### src/rtl/fifo_uart_tx.sv
// fifo_uart_tx: UART transmitter that pops words from a show-ahead FIFO and
// sends start, LSB-first data, optional parity and 1-2 stop bits per frame.
module fifo_uart_tx #(
    parameter int DataWidth = 8,
    parameter int ClkDiv    = 16,
    parameter int ParityEn  = 0,
    parameter int ParityOdd = 0,
    parameter int StopBits  = 1
) (
    input  logic                 clk,
    input  logic                 reset_n,
    input  logic                 enable,
    input  logic                 fifo_empty,
    input  logic [DataWidth-1:0] fifo_data,
    output logic                 fifo_read_en,
    output logic                 tx,
    output logic                 busy
);
    localparam int CW = $clog2(ClkDiv);
    localparam int BW = $clog2(DataWidth);
    localparam logic [CW-1:0] BaudLast = CW'(ClkDiv - 1);
    localparam logic [BW-1:0] DataLast = BW'(DataWidth - 1);
    localparam logic [BW-1:0] StopLast = BW'(StopBits - 1);

    typedef enum logic [2:0] {IDLE, START, DATA, PARITY, STOP} state_e;

    state_e               state_q;
    logic [CW-1:0]        baud_q;
    logic [BW-1:0]        bit_q;
    logic [DataWidth-1:0] shift_q;
    logic                 parity_q;
    logic                 tx_q;
    logic                 busy_q;
    logic                 bit_end;
    logic                 frame_end;

    assign bit_end   = baud_q == BaudLast;
    assign frame_end = state_q == STOP && bit_end && bit_q == StopLast;
    // Loading on the last stop cycle chains frames with no idle gap.
    assign fifo_read_en = reset_n && enable && !fifo_empty && (state_q == IDLE || frame_end);
    assign tx   = tx_q;
    assign busy = busy_q;

    always_ff @(posedge clk or negedge reset_n) begin
        if (!reset_n) begin
            state_q  <= IDLE;
            baud_q   <= '0;
            bit_q    <= '0;
            shift_q  <= '0;
            parity_q <= 1'b0;
            tx_q     <= 1'b1;
            busy_q   <= 1'b0;
        end else begin
            baud_q <= (state_q == IDLE || bit_end) ? '0 : baud_q + 1'b1;
            if (fifo_read_en) begin
                state_q  <= START;
                bit_q    <= '0;
                shift_q  <= fifo_data;
                parity_q <= ^fifo_data ^ (ParityOdd != 0);
                tx_q     <= 1'b0;
                busy_q   <= 1'b1;
            end else if (bit_end) begin
                case (state_q)
                    START: begin
                        state_q <= DATA;
                        bit_q   <= '0;
                        tx_q    <= shift_q[0];
                        shift_q <= shift_q >> 1;
                    end
                    DATA: begin
                        if (bit_q == DataLast) begin
                            state_q <= (ParityEn != 0) ? PARITY : STOP;
                            bit_q   <= '0;
                            tx_q    <= (ParityEn != 0) ? parity_q : 1'b1;
                        end else begin
                            bit_q   <= bit_q + 1'b1;
                            tx_q    <= shift_q[0];
                            shift_q <= shift_q >> 1;
                        end
                    end
                    PARITY: begin
                        state_q <= STOP;
                        bit_q   <= '0;
                        tx_q    <= 1'b1;
                    end
                    STOP: begin
                        if (bit_q == StopLast) begin
                            state_q <= IDLE;
                            busy_q  <= 1'b0;
                        end else begin
                            bit_q <= bit_q + 1'b1;
                        end
                    end
                    default: state_q <= IDLE;
                endcase
            end
        end
    end
endmodule

### config.mk
export PLATFORM = sky130hd
export DESIGN_NAME = fifo_uart_tx
export DESIGN_NICKNAME = d
export VERILOG_FILES = /design/src/rtl/fifo_uart_tx.sv
export SDC_FILE = /design/constraint.sdc
export NUM_CORES = 1
export LEC_CHECK = 0
export CORE_ASPECT_RATIO = 0.9
export CORE_MARGIN = 2
export CORE_UTILIZATION = 29
export CTS_BUF_LIST = sky130_fd_sc_hd__clkbuf_4 sky130_fd_sc_hd__clkbuf_8
export DETAILED_ROUTE_END_ITERATION = 8
export MAX_ROUTING_LAYER = met4
export PLACE_DENSITY = 0.54
export SKIP_LAST_GASP = 1
export SYNTH_ARGS = -nofsm -noshare
export SYNTH_HDL_FRONTEND = slang
export SYNTH_SLANG_ARGS = --single-unit
### constraint.sdc
create_clock -name clk -period 2.4 [get_ports clk]
set_input_delay 0.48 -clock clk [delete_from_list [all_inputs] [get_ports clk]]
set_output_delay 0.48 -clock clk [all_outputs]
set_load 0.03 [all_outputs]
==> results.md, run 1 <==
- H-tree depth: 1
- Max-slew violations: 0
- Starting Density: 29.70%
- RSZ-0062 raised after global routing: false
- Slowest Stage Delay on Critical Path: 510 ps
- GRT overflow: 0
- Detailed Place HPWL: 1.751 mm
- Post-synthesis sequential area ratio: 46.25%
- Die Y: 62.02 µm
- Mapped Area: 1085 µm²
- Die X: 68.47 µm
- I/O pin count: 15
- YS warnings: 0
- Crit end category: output pin
- Setup slack, reg-to-reg: 510 ps
- Vias: 867
- Hold path start: baud_q[0]
- Sequential cell area: 501.7 µm²
- First-pass GRT wire length: 3.788 mm
- Tmin final: 2149 ps
- WP data required: 1920 ps
- RR Startpoint: bit_q[0]
- Largest net degree at the start of global routing: 21
- Leak pwr: 0.5897 nW
- Area grow syn2layout: 21.34%
- Simple-gate share of the synthesized area: 16.84%
- Hold Path Class: reg -> reg
- Fillers: 386
- Worst reg2reg endpoint: shift_q[3]
- Worst slew margin: 68.25%
- Postcts setup bufs: 0
- Mean post-synth cell area: 9.686 µm²
- Clock Path Buffers: 2
- Max Cap Violations: 0
- Multi-input logic area: 506.7 µm²
- Worst setup path category: in -> out
- Outcome: finished clean
- Pwr Total: 0.001181 W
- Post-DR wirelength/cell: 13.67 µm
- Power density over cell area: 897.2 nW/µm²
- Adder-cell share of the synthesized area: 4.614%
- Antenna violations before repair: 0
- Max Clock Skew: 3.720 ps
- Iter 0 DRT Violations: 33
- Yosys reg bits: 20
- Worst-Skew Late Latency: 260 ps
- Buf/Inv on CP: 2
- Hold_ws: 471.0 ps
- Startpoint Class: input port
- Hold Crit Depth: 1
- Least-Margin Pin Slew: 472.6 ps
- DR DRC count: 0
- Largest family of logic cells by synthesized area: compound AO/OA/AOI/OAI gates
- Post-Synth XOR/XNOR Area: 1.615%
- Root Buffer: clkbuf_8
- GRT Overall Usage: 12.52%
- Number of global-route vias before repair: 791
- Max Clk Rate: 0.4652 GHz
- Gate Count Post-Synth: 112
- Drt first pass iters: 4
- Crit path DAT: 1670 ps
- Count of cell types in the netlist: 36
- # clock sinks: 20
- Delay-heaviest family, CP: buffers and inverters
- Worst hold endpoint: baud_q[0]
- TNS Setup: 0 ps
- Final hold violations: 0
- Most frequent CP cell: and2_1
- CP max FO: 4
- Syn Nets: 128
- Layout cells sized above 1: 10.16%
- Nets: 145
- Number of diodes: 0
- Core area: 3652 µm²
- Port Buffers: 14
- Post-synthesis compound-gate area fraction: 17.99%
- Number of vias per cell: 4.983
- Row cnt: 21
- Multiplexer share of the synthesized area: 5.652%
- Total Wirelength: 2.379 mm
- CTS clk-pin slew, worst paths: 70 ps
- Hold Buf Count CTS: 0
- Fin crit share: 89.56%
- Setup-failing EPs final: 0
- Crit-path cells: clkdlybuf4s50_1 -> and3b_1 -> and2_1 -> and2_1 -> buf_4
- Post-DRT Antenna Nets: 0
- CTS tree: done
- Total die area: 4247 µm²
- Resize count post-CTS: 0
- Worst VDD drop: 0.3402 mV
- RePlAce Congestion: 0.8025
- CP max stage cell: clkdlybuf4s50_1
- Cts bufs inserted: 3
- Reg2Reg Depth: 6
[stage by stage]
stage	util (%)	std cells	instance area, µm²	setup slack [ps]
finish	36.04	174	1316	250.6
global placement	34.70	170	1267	243.3
detailed placement	34.70	170	1267	232.7
floorplan	-	112	1085	506.7
CTS	36.04	174	1316	231.4
global route	36.04	174	1316	154.6
[metal layers]
metal	GRT usage (%)	vias to the layer above	share of wire, %
met2	18.54	12	45
met4	2.571	0	0.46
met5	-	-	0
met1	16.61	422	50
li1	-	431	-
met3	4.324	2	4.2
[cell usage in the layout (no fill, tap or decap)]
cell type and n:
a211oi_1 1, a21o_1 2, a21oi_1 7, a22o_1 1, a31oi_1 1, a32oi_1 2, and2_1 2, and3b_1 1
buf_4 6, clkbuf_4 1, clkbuf_8 3, clkdlybuf4s50_1 13, dfrtp_1 19, dfstp_2 1, ha_1 4, inv_1 7
mux2_2 1, mux2i_1 5, nand2_1 3, nand2b_1 3, nand3_1 8, nand4b_1 1, nor2_1 8, nor3_1 3
nor3b_1 1, o21ai_0 7, o21ai_1 6, o21ai_2 1, o22ai_1 1, o311a_1 1, o31ai_1 2, or2_1 1
or3b_1 1, or4_1 2, xnor2_1 1, xor2_1 1
[registers in the layout (all words and copies together) (netlist names)]
register and flops:
shift_q 8, baud_q 4, busy 1, state_q 3, tx 1, bit_q 3
[synthesized netlist by cell type]
cell       n  area (µm²)
and2_1     2       12.51
mux2i_1    5       50.05
o311a_1    1       10.01
o22ai_1    1       6.260
or2_1      1       6.260
nand2_1    3       11.26
xor2_1     1       8.760
o21ai_2    1       8.760
buf_2      3       15.01
buf_4      1       7.510
nand3_1    8       40.04
mux2_2     1       11.26
nor3b_1    1       7.510
a22o_1     1       8.760
nor3_1     3       15.01
nand2b_1   3       18.77
a31oi_1    1       6.260
a32oi_1    2       17.52
buf_6      2       22.52
ha_1       4       50.05
or3b_1     1       8.760
a21o_1     2       15.01
inv_1      7       26.28
nand4b_1   1       8.760
a21oi_1    7       35.03
dfrtp_1   19       475.5
or4_1      2       15.01
o31ai_1    2       15.01
clkbuf_2   1       5.000
dfstp_2    1       26.28
o21ai_1    6       30.03
and3b_1    1       8.760
o21ai_0    7       35.03
xnor2_1    1       8.760
nor2_1     8       30.03
a211oi_1   1       7.510
[report_power, final]
part / total, W / internal [W] / switching [W]
Sequential: 0.000570 / 0.000470 / 0.000100
Clock: 0.000238 / 0.000129 / 0.000108
Combinational: 0.000373 / 0.000168 / 0.000204
Total: 0.00118 / 0.000768 / 0.000413
[cells by family (layout without fill, tap and decap cells)]
logic type,count (synthesis),after routing
buffers and inverters,14,30
DFF,20,20
adders and majority gates,4,4
xor gates and xnor gates,2,2
muxes,6,6
and+or+nand+nor,34,34
AOI/OAI and AO/OA,32,32
[final cells by class]
cell class	instances	share of cell area, %
Clock buffer	4	3.707
Inverter	7	1.996
Multi-Input combinational cell	78	38.50
Sequential cell	20	38.12
Tap cell	46	4.373
Timing Repair Buffer	19	13.31
[how the worst max path moves through the flow]
stage | slack [ps] | startpoint | endpoint | cells after the start
2_1_floorplan | 510 | bit_q[0] | fifo_read_en | 7
3_3_place_gp | 240 | reset_n | fifo_read_en | 5
3_5_place_dp | 230 | reset_n | fifo_read_en | 5
4_1_cts | 230 | reset_n | fifo_read_en | 5
5_1_grt | 150 | reset_n | fifo_read_en | 5
6_report | 250 | reset_n | fifo_read_en | 5
Note: power is estimated with default switching activity, not from simulation.
==> inputs of run 2 (changes only) <==
--- a/config.mk
+++ b/config.mk
@@ -7,11 +7,12 @@
 export LEC_CHECK = 0
 export CORE_ASPECT_RATIO = 0.9
 export CORE_MARGIN = 2
-export CORE_UTILIZATION = 29
+export CORE_UTILIZATION = 40
 export CTS_BUF_LIST = sky130_fd_sc_hd__clkbuf_4 sky130_fd_sc_hd__clkbuf_8
+export CTS_CLUSTER_DIAMETER = 80
 export DETAILED_ROUTE_END_ITERATION = 8
 export MAX_ROUTING_LAYER = met4
-export PLACE_DENSITY = 0.54
+export PLACE_DENSITY = 0.67
 export SKIP_LAST_GASP = 1
 export SYNTH_ARGS = -nofsm -noshare
 export SYNTH_HDL_FRONTEND = slang
==> run 2 against run 1 <==
Compared with the run above:
- the flow now finishes with violations (design-rule violations)
- sequential share of layout area is 1.2 points higher
- routed wire length is 8.5% lower
- critical path depth stayed put
- sequential power hardly changed
- via count is 1.7% lower
- worst hold slack worse by 2.2 ps
- non-clock buffer count stayed put
- critical endpoint unchanged
- highest routed layer is now met3
==> results.md, run 2 (synthesized netlist as in run 1, its figures left out) <==
- Outcome: finished with violations
- Failing checks: design-rule violations
- Post-DR wirelength/cell: 13.96 µm (+2.1%)
- DR DRC count: 1 (+1)
- Most frequent CP cell: and2_1
- Largest register FFs: 8 (unchanged)
- Least-Margin Pin Slew: 404.1 ps (-68.46 ps)
- GRT overflow: 0 (unchanged)
- Vias: 852 (-1.7%)
- I/O pin count: 15 (unchanged)
- Max Clock Skew: 3.481 ps (-0.2390 ps)
- Iter 0 DRT Violations: 34 (+3.0%)
- CTS tree: done
- Number of vias per cell: 5.462 (+9.6%)
- Post-DRT Antenna Nets: 0 (unchanged)
- Worst-Skew Late Latency: 300 ps (+40 ps)
- Number of diodes: 0 (unchanged)
- Number of global-route vias before repair: 849 (+7.3%)
- Leading cell types in the layout, fill and taps excluded: 19 x dfrtp_1, 13 x clkdlybuf4s50_1, 8 x nor2_1, 8 x nand3_1
- First-pass GRT wire length: 3.891 mm (+2.7%)
- Worst hold endpoint: baud_q[0]
- Tmin final: 2139 ps (-10.22 ps)
- # clock sinks: 20 (unchanged)
- Place WS: 257.5 ps (+24.74 ps)
- Area grow syn2layout: 17.53%
- Setup-failing EPs final: 0 (unchanged)
- Resize count post-CTS: 0 (unchanged)
- Antenna violations before repair: 0 (unchanged)
- Port Buffers: 14 (unchanged)
- Fin crit share: 89.13% (-0.43 points)
- Hold Path Class: reg -> reg
- Die X: 58.90 µm (-14%)
- Hold path start: baud_q[0]
- Commonest non-fill, non-tap cell in the layout: dfrtp_1
- RSZ-0062 raised after global routing: false
- TNS Setup: 0 ps (unchanged)
- Total die area: 3145 µm² (-26%)
- Max Cap Violations: 0 (unchanged)
- Nets: 145 (unchanged)
- Total Wirelength: 2.177 mm (-8.5%)
- Worst reg2reg endpoint: shift_q[6]
- Largest net degree at the start of global routing: 21 (unchanged)
- Crit path DAT: 1660 ps (about the same)
- Max-slew violations: 0 (unchanged)
- Leak pwr: 0.5820 nW (-1.3%)
- CP max FO: 4 (unchanged)
- Worst setup path category: in -> out
- Reg with most FFs: shift_q
- Clock Path Buffers: 2 (unchanged)
- Slowest Stage Delay on Critical Path: 510 ps (about the same)
- RePlAce Congestion: 0.9011 (+12%)
- WP data required: 1920 ps (about the same)
- Max Clk Rate: 0.4675 GHz (+0.48%)
- Detailed Place HPWL: 1.617 mm (-7.6%)
- Crit end category: output pin
- Drt first pass iters: 6 (+2)
- CP max stage cell: clkdlybuf4s50_1
- Starting Density: 43.22% (+14 points)
- Root Buffer: clkbuf_4
- Reg2Reg Depth: 6 (unchanged)
- Setup slack, reg-to-reg: 480 ps (-30 ps)
- CTS clk-pin slew, worst paths: 110 ps (+40 ps)
- Cts bufs inserted: 3 (unchanged)
- Die Y: 53.41 µm (-14%)
- Row cnt: 17 (-19%)
- Layout cells sized above 1: 10.16% (unchanged)
- Startpoint Class: input port
- Worst VDD drop: 0.6995 mV (+110%)
- Biggest regs: shift_q: 8 flops, baud_q: 4 flops
- Worst slew margin: 72.85% (+4.6 points)
- Delay-heaviest family, CP: buffers and inverters
- Core area: 2510 µm² (-31%)
- Postcts setup bufs: 0 (unchanged)
- Crit-path cells: clkdlybuf4s50_1 -> and3b_1 -> and2_1 -> and2_1 -> buf_4
- Buf/Inv on CP: 2 (unchanged)
- Hold Crit Depth: 1 (unchanged)
- Final hold violations: 0 (unchanged)
- Power density over cell area: 877.2 nW/µm² (-2.2%)
- Setup ws final: 260.8 ps (+10.22 ps)
- RR Startpoint: bit_q[0]
- Hold Buf Count CTS: 0 (unchanged)
- GRT Overall Usage: 17.23% (+4.7 points)
- Hold_ws: 468.8 ps (-2.244 ps)
- H-tree depth: 1 (unchanged)
==> run 2: cell counts in the layout (fill, tap and decap cells not counted) <==
Identical to the previous run, type by type.
==> run 2: worst max-delay path by stage <==
stage                     startpoint            to  slack [ps]  cells past startpoint
after detailed placement     reset_n  fifo_read_en         260                      5
final                        reset_n  fifo_read_en         260                      5
after CTS                    reset_n  fifo_read_en         260                      5
after floorplan             bit_q[0]  fifo_read_en         510                      7
after global routing         reset_n  fifo_read_en         180                      5
after global placement       reset_n  fifo_read_en         260                      5
==> run 2: stage by stage <==
stage	util (%)	area [µm²]	std cells	power, W
after CTS	50.80	1275	156	0.001133
final	50.80	1275	156	0.001118
after floorplan	-	1085	112	0.0008436
after global placement	49.60	1245	152	0.0009268
after global routing	50.80	1275	156	0.001218
after detailed placement	49.60	1245	152	0.0009467
==> run 2: cell type report <==
class / count / area (µm²)
Sequential cell: 20 / 501.7
Fill cell: 244 / 1235
Tap cell: 28 / 35.03
Timing Repair Buffer: 19 / 175.2
Multi-Input combinational cell: 78 / 506.7
Inverter: 7 / 26.28
Clock buffer: 4 / 30.03
==> run 2: report_power, final <==
part | total, W | switching (W) | internal (W) | leakage [nW]
sequential | 0.000569 | 0.000100 | 0.000469 | 0.246
clock | 0.000181 | 0.000105 | 0.0000761 | 0.0184
combinational | 0.000369 | 0.000200 | 0.000168 | 0.318
==> run 2: routing by layer <==
| metal | vias to the layer above | global-route usage (%) | part of all wire [%] |
|---|---|---|---|
| met5 | - | - | 0 |
| met4 | 0 | 2.652 | 0 |
| li1 | 430 | - | - |
| met3 | 0 | 5.623 | 4.9 |
| met2 | 15 | 25.00 | 45 |
| met1 | 407 | 23.87 | 50 |
==> inputs of run 3 (changes only) <==
--- a/config.mk
+++ b/config.mk
@@ -5,7 +5,6 @@
 export SDC_FILE = /design/constraint.sdc
 export NUM_CORES = 1
 export LEC_CHECK = 0
-export CORE_ASPECT_RATIO = 0.9
 export CORE_MARGIN = 2
 export CORE_UTILIZATION = 40
 export CTS_BUF_LIST = sky130_fd_sc_hd__clkbuf_4 sky130_fd_sc_hd__clkbuf_8
@@ -14,6 +13,7 @@
 export MAX_ROUTING_LAYER = met4
 export PLACE_DENSITY = 0.67
 export SKIP_LAST_GASP = 1
+export SLEW_MARGIN = 15
 export SYNTH_ARGS = -nofsm -noshare
 export SYNTH_HDL_FRONTEND = slang
 export SYNTH_SLANG_ARGS = --single-unit
==> run 3 against run 2 <==
Compared with the run above:
- the flow now finishes without violations
- clock power up 8%
- cell area grew 0.69%
- sequential share of layout area is 0.27 points lower
- sequential power barely moved
- highest routed layer is now met4
- core utilization rose by 0.095 points
- worst hold slack improved by 3.8 ps
- non-clock buffer count is the same
==> results.md, run 3 (synthesized netlist as in run 1, its figures left out) <==
- Core area: 2522 µm² (+0.50%)
- Slowest Stage Delay on Critical Path: 500 ps (about the same)
- Max Clock Skew: 4.472 ps (+0.9914 ps)
- Reg with most FFs: shift_q
- Multi-input logic area: 506.7 µm² (unchanged)
- Detailed Place HPWL: 1.618 mm (about the same)
- Post-DR wirelength/cell: 13.67 µm (-2.0%)
- Row cnt: 18 (+1)
- CP max FO: 4 (unchanged)
- Max Clk Rate: 0.4702 GHz (+0.59%)
- WP data required: 1920 ps (about the same)
- Sequential cell area: 501.7 µm² (unchanged)
- Resize count post-CTS: 0 (unchanged)
- # clock sinks: 20 (unchanged)
- Largest register FFs: 8 (unchanged)
- Postcts setup bufs: 0 (unchanged)
- Clock Path Buffers: 2 (unchanged)
- Crit-path cells: clkdlybuf4s50_1 -> and3b_1 -> and2_1 -> and2_1 -> buf_4
- RePlAce Congestion: 0.8691 (-3.6%)
- Worst slew margin: 66.31% (-6.5 points)
- Int Pwr: 0.0007300 W (+2.4%)
- Root Buffer: clkbuf_4
- Delay-heaviest family, CP: buffers and inverters
- Sw Share: 35.62% (-0.62 points)
- Antenna violations before repair: 0 (unchanged)
- Buf/Inv on CP: 2 (unchanged)
- CTS tree: done
- Setup-failing EPs final: 0 (unchanged)
- Final hold violations: 0 (unchanged)
- Starting Density: 43.01% (-0.21 points)
- TNS Setup: 0 ps (unchanged)
- Max-slew violations: 0 (unchanged)
- Outcome: finished clean
- DR DRC count: 0 (-1)
- Leading cell types in the layout, fill and taps excluded: 19 x dfrtp_1, 13 x clkdlybuf4s50_1, 8 x nor2_1, 8 x nand3_1
- Nets: 145 (unchanged)
- Drt first pass iters: 4 (-2)
- Die X: 56.08 µm (-4.8%)
- Number of diodes: 0 (unchanged)
- Die Y: 56.08 µm (+5.0%)
- Comb power frac: 32.9% (about the same)
- Area grow syn2layout: 18.34%
- Clock Power Share: 17.2% (+1.0 points)
- Worst setup path category: in -> out
- Biggest regs: shift_q: 8 flops, baud_q: 4 flops
- I/O pin count: 15 (unchanged)
- Number of global-route vias before repair: 789 (-7.1%)
- Hold Path Class: reg -> reg
- Most frequent CP cell: and2_1
- Net Switching: 0.0004038 W (-0.34%)
- Total die area: 3144 µm² (about the same)
- RSZ-0062 raised after global routing: false
- Hold Buf Count CTS: 0 (unchanged)
- GRT overflow: 0 (unchanged)
- Max Cap Violations: 0 (unchanged)
- Tmin final: 2127 ps (-12.59 ps)
- Port Buffers: 14 (unchanged)
- First-pass GRT wire length: 3.657 mm (-6.0%)
- Iter 0 DRT Violations: 7 (-79%)
- CTS clk-pin slew, worst paths: 110 ps (about the same)
- Cts bufs inserted: 3 (unchanged)
- Crit path DAT: 1650 ps (about the same)
- Hold_ws: 472.6 ps (+3.769 ps)
- Leak pwr: 0.5845 nW (+0.44%)
- Fillers: 243 (-0.41%)
- Sequential Power Share: 49.9% (-0.9 points)
- Finished Cell Area: 1284 µm² (+0.69%)
- CP max stage cell: clkdlybuf4s50_1
- Layout cells sized above 1: 10.16% (unchanged)
- Largest net degree at the start of global routing: 21 (unchanged)
- GRT Overall Usage: 15.33% (-1.9 points)
- Least-Margin Pin Slew: 501.5 ps (+97.37 ps)
- Worst VDD drop: 0.6665 mV (-4.7%)
- Crit end category: output pin
- H-tree depth: 1 (unchanged)
- Fin crit share: 88.61% (-0.52 points)
- Worst-Skew Late Latency: 300 ps (about the same)
- Total Wirelength: 2.160 mm (-0.78%)
- Vias: 872 (+2.3%)
- Post-DRT Antenna Nets: 0 (unchanged)
- Placed inst area: 1247 µm² (+0.20%)
- Number of vias per cell: 5.519 (+1.1%)
- Startpoint Class: input port
- Commonest non-fill, non-tap cell in the layout: dfrtp_1
- Power density over cell area: 883.3 nW/µm² (+0.69%)
==> run 3: changes by cell type in the layout (fill, tap and decap cells not counted) <==
cell | before | now
clkbuf_4 | 4 | 3
clkbuf_8 | 0 | 1
==> run 3: stage by stage <==
stage	total power (W)	cells	util [%]	worst slack (ps)
floorplan	0.0008436	112	-	506.7
global placement	0.0009316	154	49.45	285.5
detailed placement	0.0009528	154	49.45	272.6
CTS	0.001150	158	50.89	268.5
global route	0.001222	158	50.89	138.3
finish	0.001134	158	50.89	273.4
==> run 3: cell type report <==
cell class | instances | area share, %
Clock buffer | 4 | 2.827
Tap cell | 30 | 2.924
Sequential cell | 20 | 39.08
Multi-Input combinational cell | 78 | 39.47
Timing Repair Buffer | 19 | 13.65
Inverter | 7 | 2.047
==> run 3: power groups by stage <==
stage               combinational (W)  sequential (W)  clock [W]
global placement             0.000365        0.000567          0
CTS                          0.000380        0.000567   0.000203
finish                       0.000374        0.000566   0.000195
global route                 0.000416        0.000585   0.000221
detailed placement           0.000379        0.000573          0
floorplan                    0.000281        0.000562          0
==> run 3: path summary, 6_finish.rpt <==
| check | start | to | slack, ps | cells after the start |
|---|---|---|---|---|
| hold / removal | baud_q[0] | baud_q[0] | 470 | 1 |
| setup / recovery | reset_n | fifo_read_en | 270 | 5 |
| setup reg to reg | bit_q[0] | shift_q[2] | 490 | 6 |
| min in group asynchronous | reset_n | shift_q[5] | 570 | 2 |
| hold reg to reg | baud_q[0] | baud_q[0] | 470 | 1 |
| max in group asynchronous | reset_n | tx | 1570 | 2 |
==> run 3: metal layers <==
metal | share of wire (%) | track usage, %
met2 | 48 | 22.02
met1 | 46 | 20.58
met3 | 4.2 | 4.651
met4 | 1.2 | 5.102
met5 | 0 | -
